**config.mk**
```make
export PLATFORM = sky130hd
export DESIGN_NAME = resp_monitor
export DESIGN_NICKNAME = d
export VERILOG_FILES = /design/src/rtl/resp_mon_pkg.sv /design/src/rtl/resp_mon_fifo.sv /design/src/rtl/resp_monitor.sv
export SDC_FILE = /design/constraint.sdc
export NUM_CORES = 1
export LEC_CHECK = 0
export BUFFER_PORTS_ARGS = -buffer_cell sky130_fd_sc_hd__buf_2
export CORE_MARGIN = 3
export CORE_UTILIZATION = 55
export CTS_CLUSTER_SIZE = 14
export DETAILED_ROUTE_END_ITERATION = 10
export PLACE_DENSITY = 0.82
export SLEW_MARGIN = 20
export SYNTH_ARGS = -nofsm -noshare
export SYNTH_HDL_FRONTEND = slang
export SYNTH_SLANG_ARGS = --single-unit
```
**constraint.sdc**
```tcl
create_clock -name clk -period 15.6 [get_ports clk]
set_input_delay 1.56 -clock clk [delete_from_list [all_inputs] [get_ports clk]]
set_output_delay 1.56 -clock clk [all_outputs]
set_load 0.02 [all_outputs]
```
**src/rtl/resp_mon_pkg.sv**
```systemverilog
`default_nettype none
// ============================================================================
// Module   : resp_mon_pkg - shared types, defaults and lane-fold helper
// Revision : 1.0
// ============================================================================
package resp_mon_pkg;

    typedef enum logic [1:0] {
        ST_IDLE = 2'd0,
        ST_RUN  = 2'd1,
        ST_HOLD = 2'd2
    } state_t;

    localparam int c_def_width = 17;
    localparam int c_def_lanes = 5;
    localparam int c_def_depth = 8;
    localparam logic [c_def_width-1:0] c_def_poly = 17'h12003;

    // The fold works on a fixed-size container so any WIDTH/LANES up to these limits can share it.
    localparam int c_fold_max_width = 32;
    localparam int c_fold_max_lanes = 16;
    localparam int c_fold_flat_w    = c_fold_max_width * c_fold_max_lanes;

    function automatic logic [c_fold_max_width-1:0] fold_lanes(
        input logic [c_fold_flat_w-1:0] flat,
        input int                       lanes,
        input int                       width
    );
        logic [c_fold_max_width-1:0] acc;
        acc = '0;
        for (int k = 0; k < c_fold_max_lanes; k++) begin
            for (int b = 0; b < c_fold_max_width; b++) begin
                if (k < lanes && b < width) begin
                    acc[b] = acc[b] ^ flat[k*width + b];
                end
            end
        end
        return acc;
    endfunction

endpackage
`default_nettype wire

```
**src/rtl/resp_mon_fifo.sv**
```systemverilog
`default_nettype none
// ============================================================================
// Module   : resp_mon_fifo - synchronous FIFO with occupancy, flush, push+pop
// Revision : 1.0
// ============================================================================
module resp_mon_fifo #(
    parameter int DATA_W = 8,
    parameter int DEPTH  = 8
) (
    input  logic                     clk,
    input  logic                     rst_n,
    input  logic                     clear,
    input  logic                     push,
    input  logic                     pop,
    input  logic [DATA_W-1:0]        push_data,
    output logic [DATA_W-1:0]        head_data,
    output logic                     valid,
    output logic                     full,
    output logic [$clog2(DEPTH):0]   count
);

    localparam int c_aw = $clog2(DEPTH);

    logic [DATA_W-1:0] r_mem [DEPTH];
    logic [c_aw-1:0]   r_wr_ptr;
    logic [c_aw-1:0]   r_rd_ptr;
    logic [c_aw:0]     r_count;

    always_ff @(posedge clk or negedge rst_n) begin
        if (!rst_n) begin
            r_wr_ptr <= '0;
            r_rd_ptr <= '0;
            r_count  <= '0;
        end else if (clear) begin
            r_wr_ptr <= '0;
            r_rd_ptr <= '0;
            r_count  <= '0;
        end else begin
            if (push) begin
                r_wr_ptr <= r_wr_ptr + c_aw'(1);
            end
            if (pop) begin
                r_rd_ptr <= r_rd_ptr + c_aw'(1);
            end
            r_count <= r_count + (c_aw+1)'(push) - (c_aw+1)'(pop);
        end
    end

    always_ff @(posedge clk) begin
        if (push && !clear) begin
            r_mem[r_wr_ptr] <= push_data;
        end
    end

    assign valid = (r_count != '0);
    assign full  = (r_count == (c_aw+1)'(DEPTH));
    // Storage is not reset, so the head is masked to keep outputs at zero when empty.
    assign head_data = valid ? r_mem[r_rd_ptr] : '0;
    assign count     = r_count;

endmodule
`default_nettype wire

```
**src/rtl/resp_monitor.sv**
```systemverilog
`default_nettype none
// ============================================================================
// Module   : resp_monitor - lane capture FIFO, change flags, MISR signature
//            (MISR built only when RESP_MON_MISR_EN is defined)
// Revision : 1.0
// ============================================================================
module resp_monitor
    import resp_mon_pkg::*;
#(
    parameter int               WIDTH = c_def_width,
    parameter int               LANES = c_def_lanes,
    parameter int               DEPTH = c_def_depth,
    parameter logic [WIDTH-1:0] POLY  = WIDTH'(c_def_poly)
) (
    input  logic                       clk,
    input  logic                       rst_n,
    input  logic                       arm_i,
    input  logic                       clear_i,
    input  logic                       sample_i,
    input  logic [LANES*WIDTH-1:0]     lane_i,
    output logic                       rd_valid_o,
    input  logic                       rd_ready_i,
    output logic [LANES*WIDTH-1:0]     rd_data_o,
    output logic [7:0]                 rd_idx_o,
    output logic [$clog2(DEPTH):0]     count_o,
    output logic [LANES-1:0]           change_o,
    output logic                       overflow_o,
    output logic [WIDTH-1:0]           sig_o,
    output logic [1:0]                 state_o
);

    localparam int c_lw = LANES * WIDTH;

    state_t           r_state;
    logic [7:0]       r_idx;
    logic [c_lw-1:0]  r_prev;
    logic [LANES-1:0] r_change;
    logic             r_overflow;

    logic             w_full;
    logic             w_pop;
    logic             w_live;
    logic             w_accept;
    logic             w_drop;
    logic [LANES-1:0] w_diff;
    logic [c_lw+7:0]  w_head;

    assign w_pop    = rd_valid_o && rd_ready_i;
    assign w_live   = (r_state == ST_RUN) && sample_i && !clear_i;
    // A full FIFO still takes a sample when the head leaves in the same cycle.
    assign w_accept = w_live && (!w_full || w_pop);
    assign w_drop   = w_live && w_full && !w_pop;

    generate
        for (genvar k = 0; k < LANES; k++) begin : g_change
            assign w_diff[k] = (lane_i[k*WIDTH +: WIDTH] != r_prev[k*WIDTH +: WIDTH]);
        end
    endgenerate

    resp_mon_fifo #(
        .DATA_W (c_lw + 8),
        .DEPTH  (DEPTH)
    ) u_fifo (
        .clk       (clk),
        .rst_n     (rst_n),
        .clear     (clear_i),
        .push      (w_accept),
        .pop       (w_pop),
        .push_data ({r_idx, lane_i}),
        .head_data (w_head),
        .valid     (rd_valid_o),
        .full      (w_full),
        .count     (count_o)
    );

    assign {rd_idx_o, rd_data_o} = w_head;

    always_ff @(posedge clk or negedge rst_n) begin
        if (!rst_n) begin
            r_state    <= ST_IDLE;
            r_idx      <= '0;
            r_prev     <= '0;
            r_change   <= '0;
            r_overflow <= 1'b0;
        end else if (clear_i) begin
            r_state    <= ST_IDLE;
            r_idx      <= '0;
            r_prev     <= '0;
            r_change   <= '0;
            r_overflow <= 1'b0;
        end else begin
            case (r_state)
                ST_IDLE: if (arm_i)  r_state <= ST_RUN;
                ST_RUN:  if (w_drop) r_state <= ST_HOLD;
                ST_HOLD: r_state <= ST_HOLD;
                default: r_state <= ST_IDLE;
            endcase
            if (w_accept) begin
                r_idx    <= r_idx + 8'd1;
                r_prev   <= lane_i;
                r_change <= w_diff;
            end
            if (w_drop) begin
                r_overflow <= 1'b1;
            end
        end
    end

    assign change_o   = r_change;
    assign overflow_o = r_overflow;
    assign state_o    = r_state;

`ifdef RESP_MON_MISR_EN
    logic [WIDTH-1:0] r_sig;
    logic [WIDTH-1:0] w_fold;

    assign w_fold = WIDTH'(fold_lanes(c_fold_flat_w'(lane_i), LANES, WIDTH));

    always_ff @(posedge clk or negedge rst_n) begin
        if (!rst_n) begin
            r_sig <= '0;
        end else if (clear_i) begin
            r_sig <= '0;
        end else if (w_accept) begin
            r_sig <= {r_sig[WIDTH-2:0], 1'b0} ^ (r_sig[WIDTH-1] ? POLY : '0) ^ w_fold;
        end
    end

    assign sig_o = r_sig;
`else
    logic w_unused_poly;
    assign w_unused_poly = ^POLY;
    assign sig_o = '0;
`endif

endmodule
`default_nettype wire

```
# Yosys cells after proc, flatten, opt, wreduce, memory -nomap -nowiden
# Memory sizes are Yosys's and may differ from the RTL's.
# Cells that the tools add are included.
[totals]
regBits = 111
ram_bits = 744
out_inout_bits = 123
elab_cells = 61
mem_count = 1
[classes]
add_sub_neg = 5
n_eq_ne = 10
n_mux = 20
reduce_logical = 17
[memory_table]
columns = ["memory", "depth", "word_bits", "read_ports", "rd_ports_with_merged_regs", "write_ports", "line", "rtl"]
rows = [
  ["u_fifo.r_mem", 8, 93, 1, 0, 1, "resp_mon_fifo.sv:24", "logic [DATA_W-1:0] r_mem [DEPTH];"],
]
[op_table]
columns = ["operator", "count"]
rows = [
  ["two-way mux 85 bit", 2],
  ["two-way mux 93 bit", 1],
  ["inequality test 17 bit", 5],
  ["two-way mux 8 bit", 2],
  ["two-way mux 3 bit", 4],
  ["two-way mux 5 bit", 2],
  ["adder 8 x 1 -> 8 bit (second input constant)", 1],
  ["logical AND 1 bit", 7],
  ["adder 3 x 1 -> 3 bit (second input constant)", 2],
  ["two-way mux 2 bit", 3],
  ["inequality test 3 bit (second input constant)", 2],
  ["case mux 2 bit (3 select lines)", 1],
  ["nonzero test 2 bit", 3],
  ["adder 4 x 1 -> 4 bit", 1],
  ["equality test 4 bit (second input constant)", 1],
  ["two-way mux 1 bit", 4],
  ["two-way mux 4 bit", 1],
  ["nonzero test 4 bit", 1],
  ["subtractor 4 x 1 -> 4 bit", 1],
  ["zero test 1 bit", 3],
  ["equality test 2 x 1 -> 1 bit (second input constant)", 1],
  ["equality test 2 bit (second input constant)", 1],
  ["zero test 2 bit", 1],
  ["AND reduction 2 bit", 1],
  ["logical OR 1 bit", 1],
]

# Longest topological paths before layout
# Gate-level depths: netlist of the first run.
[depth]
word_depth = 8
mapped_depth = 13
depth_no_buf = 12

# Hierarchy
# A second synthesis of the first run with hierarchy kept.
[hier_totals]
hier_cells = 1738
hier_area_um2 = 33813.7
[modules_own_cells]
columns = ["mod", "n_inst", "cells_each", "area_per_inst_um2", "seq_area_each_um2"]
rows = [
  ["resp_mon_fifo", 1, 1153, 28349.7, 22591.7],
  ["resp_monitor", 1, 585, 5464.0, 2527.4],
]

# Worst setup path before layout of the first run
# No wires, ideal clock.
[synth_path]
path_type = "input to register"
start = "in clear_i"
end = "mem u_fifo.r_mem[2][0] (netlist bit), enable pin"
setup_ns = 0.806
arrival_time_ns = 11.753
required_ns = 14.794
slack_ns = 3.041
stages = 5
cell_sequence = "nand3b_1 > a31o_1 > buf_2 > buf_2 > nor4b_1"
[synth_between]
elab_chain_cells = 6
[synth_rtl]
columns = ["element", "line", "rtl"]
rows = [
  ["from (decl)", "resp_monitor.sv:18", "input logic clear_i,"],
  ["zero test 1 bit *", "resp_mon_fifo.sv:50, resp_monitor.sv:49", ""],
  ["logical AND 1 bit", "resp_monitor.sv:49", "assign w_live = (r_state == ST_RUN) && sample_i && !clear_i;"],
  ["logical AND 1 bit", "resp_monitor.sv:51", "assign w_accept = w_live && (!w_full || w_pop);"],
  ["logical AND 1 bit *", "resp_mon_fifo.sv:50", "if (push && !clear) begin"],
  ["two-way mux 1 bit *", "resp_mon_fifo.sv:50", ""],
  ["two-way mux 1 bit (implied by the code) *", "resp_mon_fifo.sv:51", "r_mem[r_wr_ptr] <= push_data;"],
  ["to (decl)", "resp_mon_fifo.sv:24", ""],
]
# Mark *: on every way between the ends. The rest lies on a longest branch, timed or not.

# Worst setup path after layout of the first run
[layout_path]
start = "reg u_fifo.r_rd_ptr[1]"
end = "out rd_data_o[77]"
[layout_between]
elab_chain_cells = 2
[layout_rtl]
columns = ["element", "line", "rtl"]
rows = [
  ["from (decl)", "resp_mon_fifo.sv:26", "logic [c_aw-1:0] r_rd_ptr;"],
  ["from (signal assigned)", "resp_mon_fifo.sv:43", "r_rd_ptr <= r_rd_ptr + c_aw'(1);"],
  ["memory (8 x 93 bit)", "--", ""],
  ["two-way mux 93 bit", "resp_mon_fifo.sv:58", "assign head_data = valid ? r_mem[r_rd_ptr] : '0;"],
  ["to (decl)", "resp_monitor.sv:23", "output logic [LANES*WIDTH-1:0] rd_data_o,"],
]
# No other way between the ends.

==> results of run 1 <==
## power groups by stage
stage / clock network [mW] / registers [mW] / logic, mW
after floorplan: 0 / 2.66 / 1.04
after global placement: 0 / 2.70 / 1.39
after detailed placement: 0 / 2.70 / 1.42
after CTS: 1.99 / 2.66 / 1.43
after global routing: 2.09 / 2.64 / 1.54
final: 1.96 / 2.64 / 1.43
## cell type report
cell class | count | area [sq um]
antenna | 5 | 12.5
clock buffer | 118 | 2310
clock inverter | 38 | 344
fill | 4071 | 22300
inverter | 6 | 22.5
multi-input combinational | 864 | 8530
sequential | 855 | 25100
tap | 828 | 1040
timing repair buffer | 227 | 1250
## cells by family (layout without fill, tap and decap cells)
group | count (synthesis) | count (layout)
AO/OA/AOI/OAI | 15 | 15
XOR/XNOR | 96 | 96
adder cells (fa/ha/maj) | 12 | 12
buffers and inverters | 122 | 389
flip-flops | 855 | 855
multiplexers | 281 | 281
other | 1 | 22
AND/OR/NAND/NOR | 443 | 443
## tightest hold or removal path, stage by stage (launching register included)
cell	delay (ns)
dfrtp_1	0.36
a31oi_1	0.05
nor2_1	0.08
## final timing paths
path | from | slack, ns | cells past startpoint | endpoint
hold reg to reg | overflow_o | 0.52 | 2 | overflow_o
min in group asynchronous | rst_n | 0.95 | 1 | r_prev[25]
setup reg to reg | u_fifo.count[2] | 11.09 | 9 | u_fifo.r_mem[7][31]
setup / recovery | u_fifo.r_rd_ptr[1] | 9.44 | 6 | rd_data_o[77]
max in group asynchronous | rst_n | 13.54 | 2 | r_prev[69]
hold / removal | overflow_o | 0.52 | 2 | overflow_o
## sequential cells by signal, indices dropped and copies added, names as in the netlist
register         flops
u_fifo.count         4
change_o             5
u_fifo.r_rd_ptr      3
u_fifo.r_mem       744
state_o              2
overflow_o           1
u_fifo.r_wr_ptr      3
r_idx                8
r_prev              85
## synth_stat cells, types with 2 or more instances
| cell type | instances |
|---|---|
| nand3b_1 | 92 |
| mux4_2 | 186 |
| nand3_1 | 5 |
| buf_4 | 25 |
| edfxtp_1 | 744 |
| xor2_1 | 92 |
| nand2_1 | 186 |
| buf_6 | 16 |
| nor3b_1 | 2 |
| nor2_1 | 114 |
| mux2i_1 | 95 |
| clkbuf_1 | 33 |
| nor3_2 | 3 |
| a21oi_1 | 4 |
| ha_1 | 11 |
| nand4_1 | 8 |
| o21ai_1 | 7 |
| dfrtp_1 | 111 |
| inv_1 | 5 |
| xnor2_1 | 4 |
| nor4_1 | 20 |
| buf_2 | 41 |
| nor2b_1 | 4 |
## layout by cell type, fill, tap and decap left out, types with 28 or more instances in the layout
cell type,n
dfrtp_1,108
nand2_1,186
xor2_1,92
buf_2,194
buf_4,28
nand3b_1,92
nor2_1,113
clkbuf_16,86
clkbuf_1,28
mux2i_1,95
edfxtp_1,744
mux4_2,186
## routing by layer
metal,wire length (um),vias up
met5,103,-
met4,1490,16
met3,4770,130
met2,37900,624
met1,29000,9230
li1,-,7482
## per-stage QoR
| step | worst slack (ns) | utilization (%) | power [mW] |
|---|---|---|---|
| 3_5_place_dp | 9.25 | 59.0 | 4.12 |
| 5_1_grt | 9.26 | 63.4 | 6.27 |
| 6_report | 9.44 | 63.4 | 6.02 |
| 2_1_floorplan | 3.04 | - | 3.70 |
| 4_1_cts | 9.39 | 63.3 | 6.08 |
| 3_3_place_gp | 9.35 | 59.0 | 4.09 |
==> results.cfg, run 1 <==
[synth]
yosys-mux-area-fraction_pct = 15.0
synthXorXnorAreaFrac_pct = 2.46
synth-compound-area-share_pct = 0.263
yosysUniqueCellTypes = 40
yosysTopAreaCell = edfxtp_1
synth_adder_area_share_pct = 0.460
synth_edf_count = 744
synth_ff_type = edfxtp_1
ys_warn_count = 0
synthTopCellsByArea = edfxtp_1 65%, mux4_2 12%, dfrtp_1 8.1%
synthArstFlopShare_pct = 13.0
synth_area_sq_um = 34200
ys_seq_area_share_pct = 73.4
ys_ff_latch = 855
avgSynthCellArea_sq_um = 18.8
postSynthCellCount = 1825
synthSimpleGateAreaFrac_pct = 6.32
synth_top_family_by_area = multiplexers
synth_top_area_share_pct = 65.3

[job]
maxCapViolations = 0

[sta]
fmax_mhz = 162
fin_crit_ns = 6.16
whs_ns = 0.521
fin_skew_ns = 0.0178
setup_tns_ns = 0
final-max-slew-violation-count = 0
worstMarginPinSlew_ns = 1.10
max-slew-margin-rel_pct = 26.3
setup_viol = 0
rsz0062_at_grt = false
hold_viol = 0
fin_crit_sh_pct = 39.5

[routing]
routedWlPerCell_um = 24.9
ant_nets = 0
viasPerCell = 5.94
drc_errors = 0
vias = 17482
drt_iter0_markers = 1712
totalWireLength_um = 73300
drt_first_pass_iters = 5

[final_layout]
fin_area_sq_um = 38600
drive_gt1_share_pct = 25.9
finalNonFillerCells = 2941
syn2layout_area_growth_pct = 12.9
fin_nets = 2141

[power_and_ir_drop]
p_int_mw = 4.26
clkPwrFrac_pct = 32.5
p_leak_nw = 13.5
combPwrFrac_pct = 23.7
ir_worst_vdd_uv = 117
p_sw_mw = 1.76
switching_share_pct = 29.2
power_density_nw_per_um2 = 156
seqPwrFrac_pct = 43.8

[cts]
cts_tree = done
clockBufferDepth = 3
cts_setup_buffers = 0
postCtsHoldBufs = 0
root_buffer = clkbuf_16
htree_levels = 3
clk_pin_slew_ns = 0.06
clock_sinks = 855
numCtsBuffers = 84
cts_resized = 0
clock_latency_ns = 0.63

[min_path]
min_path_type = reg -> reg

[global_route]
gr-usage-met1_pct = 30.0
grt_max_degree = 113
grt_pass1_wl_um = 114000
use_met2_pct = 38.6
grt_pass1_vias = 18796
grt.total_usage_pct = 22.7
grtUsageMet3_pct = 5.11
grt-ovfl-total = 0
grt_busiest_layer = met2
grt_antenna_before_repair = 13

[placed_design]
dp_hpwl_um = 40400
placed_cells = 2779
place.gp.congestion = 0.739
dpl-instance-area_sq_um = 35900
io_buffers = 196

[critical_path]
crit_top_cell = buf_4
slowest_delay_ns = 0.97
critPathRequiredTime_ns = 14.04
crit_buf_inv = 3
crit_slowest_cell = buf_4
worstSetupPathType = reg -> out
critPathCaptureType = output port
cp_max_fo = 74
cpLargestDelayFamily = buffers and inverters
worstPathArrival_ns = 4.60
crit_chain = buf_4, buf_4, mux4_2, mux2i_1, nor2_1, buf_2
cp-start-kind = flip-flop

[floorplanning]
start_util_pct = 56.2
die_height_um = 255
io_pins = 214
fp.coreArea_sq_um = 60900
die-area_sq_um = 65300
die_w_um = 255
row_count = 90

[run_status]
status = finished, final reports clean
No activity file was read; power rests on OpenSTA's default activity.
==> run 2: changes to the inputs <==
clock period = 6.1 ns   (was 15.6 ns; I/O delays follow)
==> results.cfg, run 2 (synthesized netlist as in run 1, its figures left out) <==
[routing]
routedWlPerCell_um = 25.0
drc_errors = 0
drt_first_pass_iters = 5
drt_iter0_markers = 1484
viasPerCell = 5.95
totalWireLength_um = 73100
ant_nets = 0
vias = 17435

[floorplanning]
io_pins = 214
die_w_um = 255
start_util_pct = 56.2
row_count = 90
die_height_um = 255
fp.coreArea_sq_um = 60900
die-area_sq_um = 65300

[power_and_ir_drop]
power_density_nw_per_um2 = 398
p_leak_nw = 13.5
seqPwrFrac_pct = 43.8
switching_share_pct = 28.7
ir_worst_vdd_uv = 324
p_sw_mw = 4.43
combPwrFrac_pct = 23.4
clkPwrFrac_pct = 32.8
p_total_mw = 15.4
p_int_mw = 11.0

[sta]
fin_crit_sh_pct = 64.3
fin_crit_ns = 3.92
fmax_mhz = 255
setup_viol = 0
setup_tns_ns = 0
final-max-slew-violation-count = 0
worstMarginPinSlew_ns = 1.12
whs_ns = 0.298
fin_skew_ns = 0.0154
max-slew-margin-rel_pct = 25.1
rsz0062_at_grt = false
hold_viol = 0
setup_ws_ns = 2.18

[critical_path]
cp_max_fo = 69
cp.depth = 5
worstSetupPathType = reg -> out
cp-start-kind = flip-flop
critPathCaptureType = output port
regToRegStartpoint = u_fifo.count[2]
ff2ff_setup_slack_ns = 2.91
worst-r2r-cell-count = 6
crit_chain = buf_12, mux4_2, mux2i_1, nor2_1, buf_2
crit_slowest_cell = dfrtp_4
critPathRequiredTime_ns = 5.49
slowest_delay_ns = 0.86
crit_path_start = u_fifo.r_rd_ptr[0]
crit_end = rd_data_o[47]
worstPathArrival_ns = 3.31
crit_buf_inv = 2
cpLargestDelayFamily = multiplexers
r2r_end = u_fifo.r_mem[6][26]

[global_route]
grt.total_usage_pct = 22.7
grt-ovfl-total = 0
grt_pass1_wl_um = 113000
grt_antenna_before_repair = 11
grt_pass1_vias = 18641
grt_max_degree = 123

[final_layout]
fin_util_pct = 63.6
top_register = u_fifo.r_mem
fin_area_sq_um = 38700
final_common_cell = edfxtp_1
finalNonFillerCells = 2930
fin_nets = 2134
syn2layout_area_growth_pct = 13.1
drive_gt1_share_pct = 26.1
largest_reg_flops = 744
layout_common_cells = 744 x edfxtp_1, 194 x buf_2, 186 x mux4_2, 186 x nand2_1, 113 x nor2_1
fillers = 3991
largestRegisters = u_fifo.r_mem (744), r_prev (85), r_idx (8)

[placed_design]
io_buffers = 196
place.gp.congestion = 0.742
dp_slack_ns = 2.37
placed_cells = 2774
dpl-instance-area_sq_um = 36000
dp_hpwl_um = 40300

[cts]
clock_sinks = 855
clockBufferDepth = 3
clock_latency_ns = 0.62
cts_resized = 0
numCtsBuffers = 82
clk_pin_slew_ns = 0.06
root_buffer = clkbuf_16
cts_tree = done
htree_levels = 3

[job]
maxCapViolations = 0

[min_path]
min_path_type = in -> reg
hold_depth = 3

[run_status]
status = finished, final reports clean
[run 2: cell types whose count changed in the layout (fill, tap and decap cells not counted), moves of 3 or more]
cell      delta
buf_6        -3
clkinv_2     +4
inv_6        -3
buf_12       +7
clkbuf_8     +7
buf_4        -9
clkbuf_1    -10
[run 2: area by class of cell]
| type | count | area [sq um] | share of cell area, % |
|---|---|---|---|
| antenna | 4 | 10.0 | 0.0259 |
| clock buffer | 115 | 2370 | 6.12 |
| clock inverter | 36 | 337 | 0.869 |
| inverter | 6 | 22.5 | 0.0582 |
| multi-input combinational | 864 | 8540 | 22.0 |
| sequential | 855 | 25100 | 64.9 |
| tap | 828 | 1040 | 2.68 |
| timing repair buffer | 222 | 1270 | 3.29 |
[run 2: timing repair]
item                      in CTS  in global routing
buffers inserted               0                  0
hold endpoints to repair      39                  0
hold buffers                   1                  0
[run 2: tightest hold or removal path: stages]
cell and delay [ns]:
buf_2 0.13, nand3_1 0.07, a21oi_1 0.06
[run 2: power by group through the flow]
stage          clock (mW)  sequential (mW)  combinational [mW]
3_3_place_gp            0             6.85                3.61
5_1_grt              5.37             6.78                3.92
2_1_floorplan           0             6.80                2.66
3_5_place_dp            0             6.88                3.67
4_1_cts              5.14             6.76                3.70
6_report             5.06             6.75                3.61
[run 2: how the worst min path moves through the flow]
stage	slack, ns	start	end
2_1_floorplan	0.31	rst_n	change_o[0]
4_1_cts	0.26	rd_ready_i	u_fifo.r_rd_ptr[1]
6_report	0.30	rd_ready_i	u_fifo.r_rd_ptr[1]
3_3_place_gp	0.50	overflow_o	overflow_o
3_5_place_dp	0.51	r_prev[54]	r_prev[54]
5_1_grt	0.28	lane_i[15]	r_prev[15]
[run 2: per-layer routing]
layer	track usage [%]	vias to the layer above	wire length, um
li1	-	7461	-
met1	29.4	9177	28000
met2	39.2	661	38200
met3	5.26	124	5180
met4	5.99	12	1690
met5	0	-	80
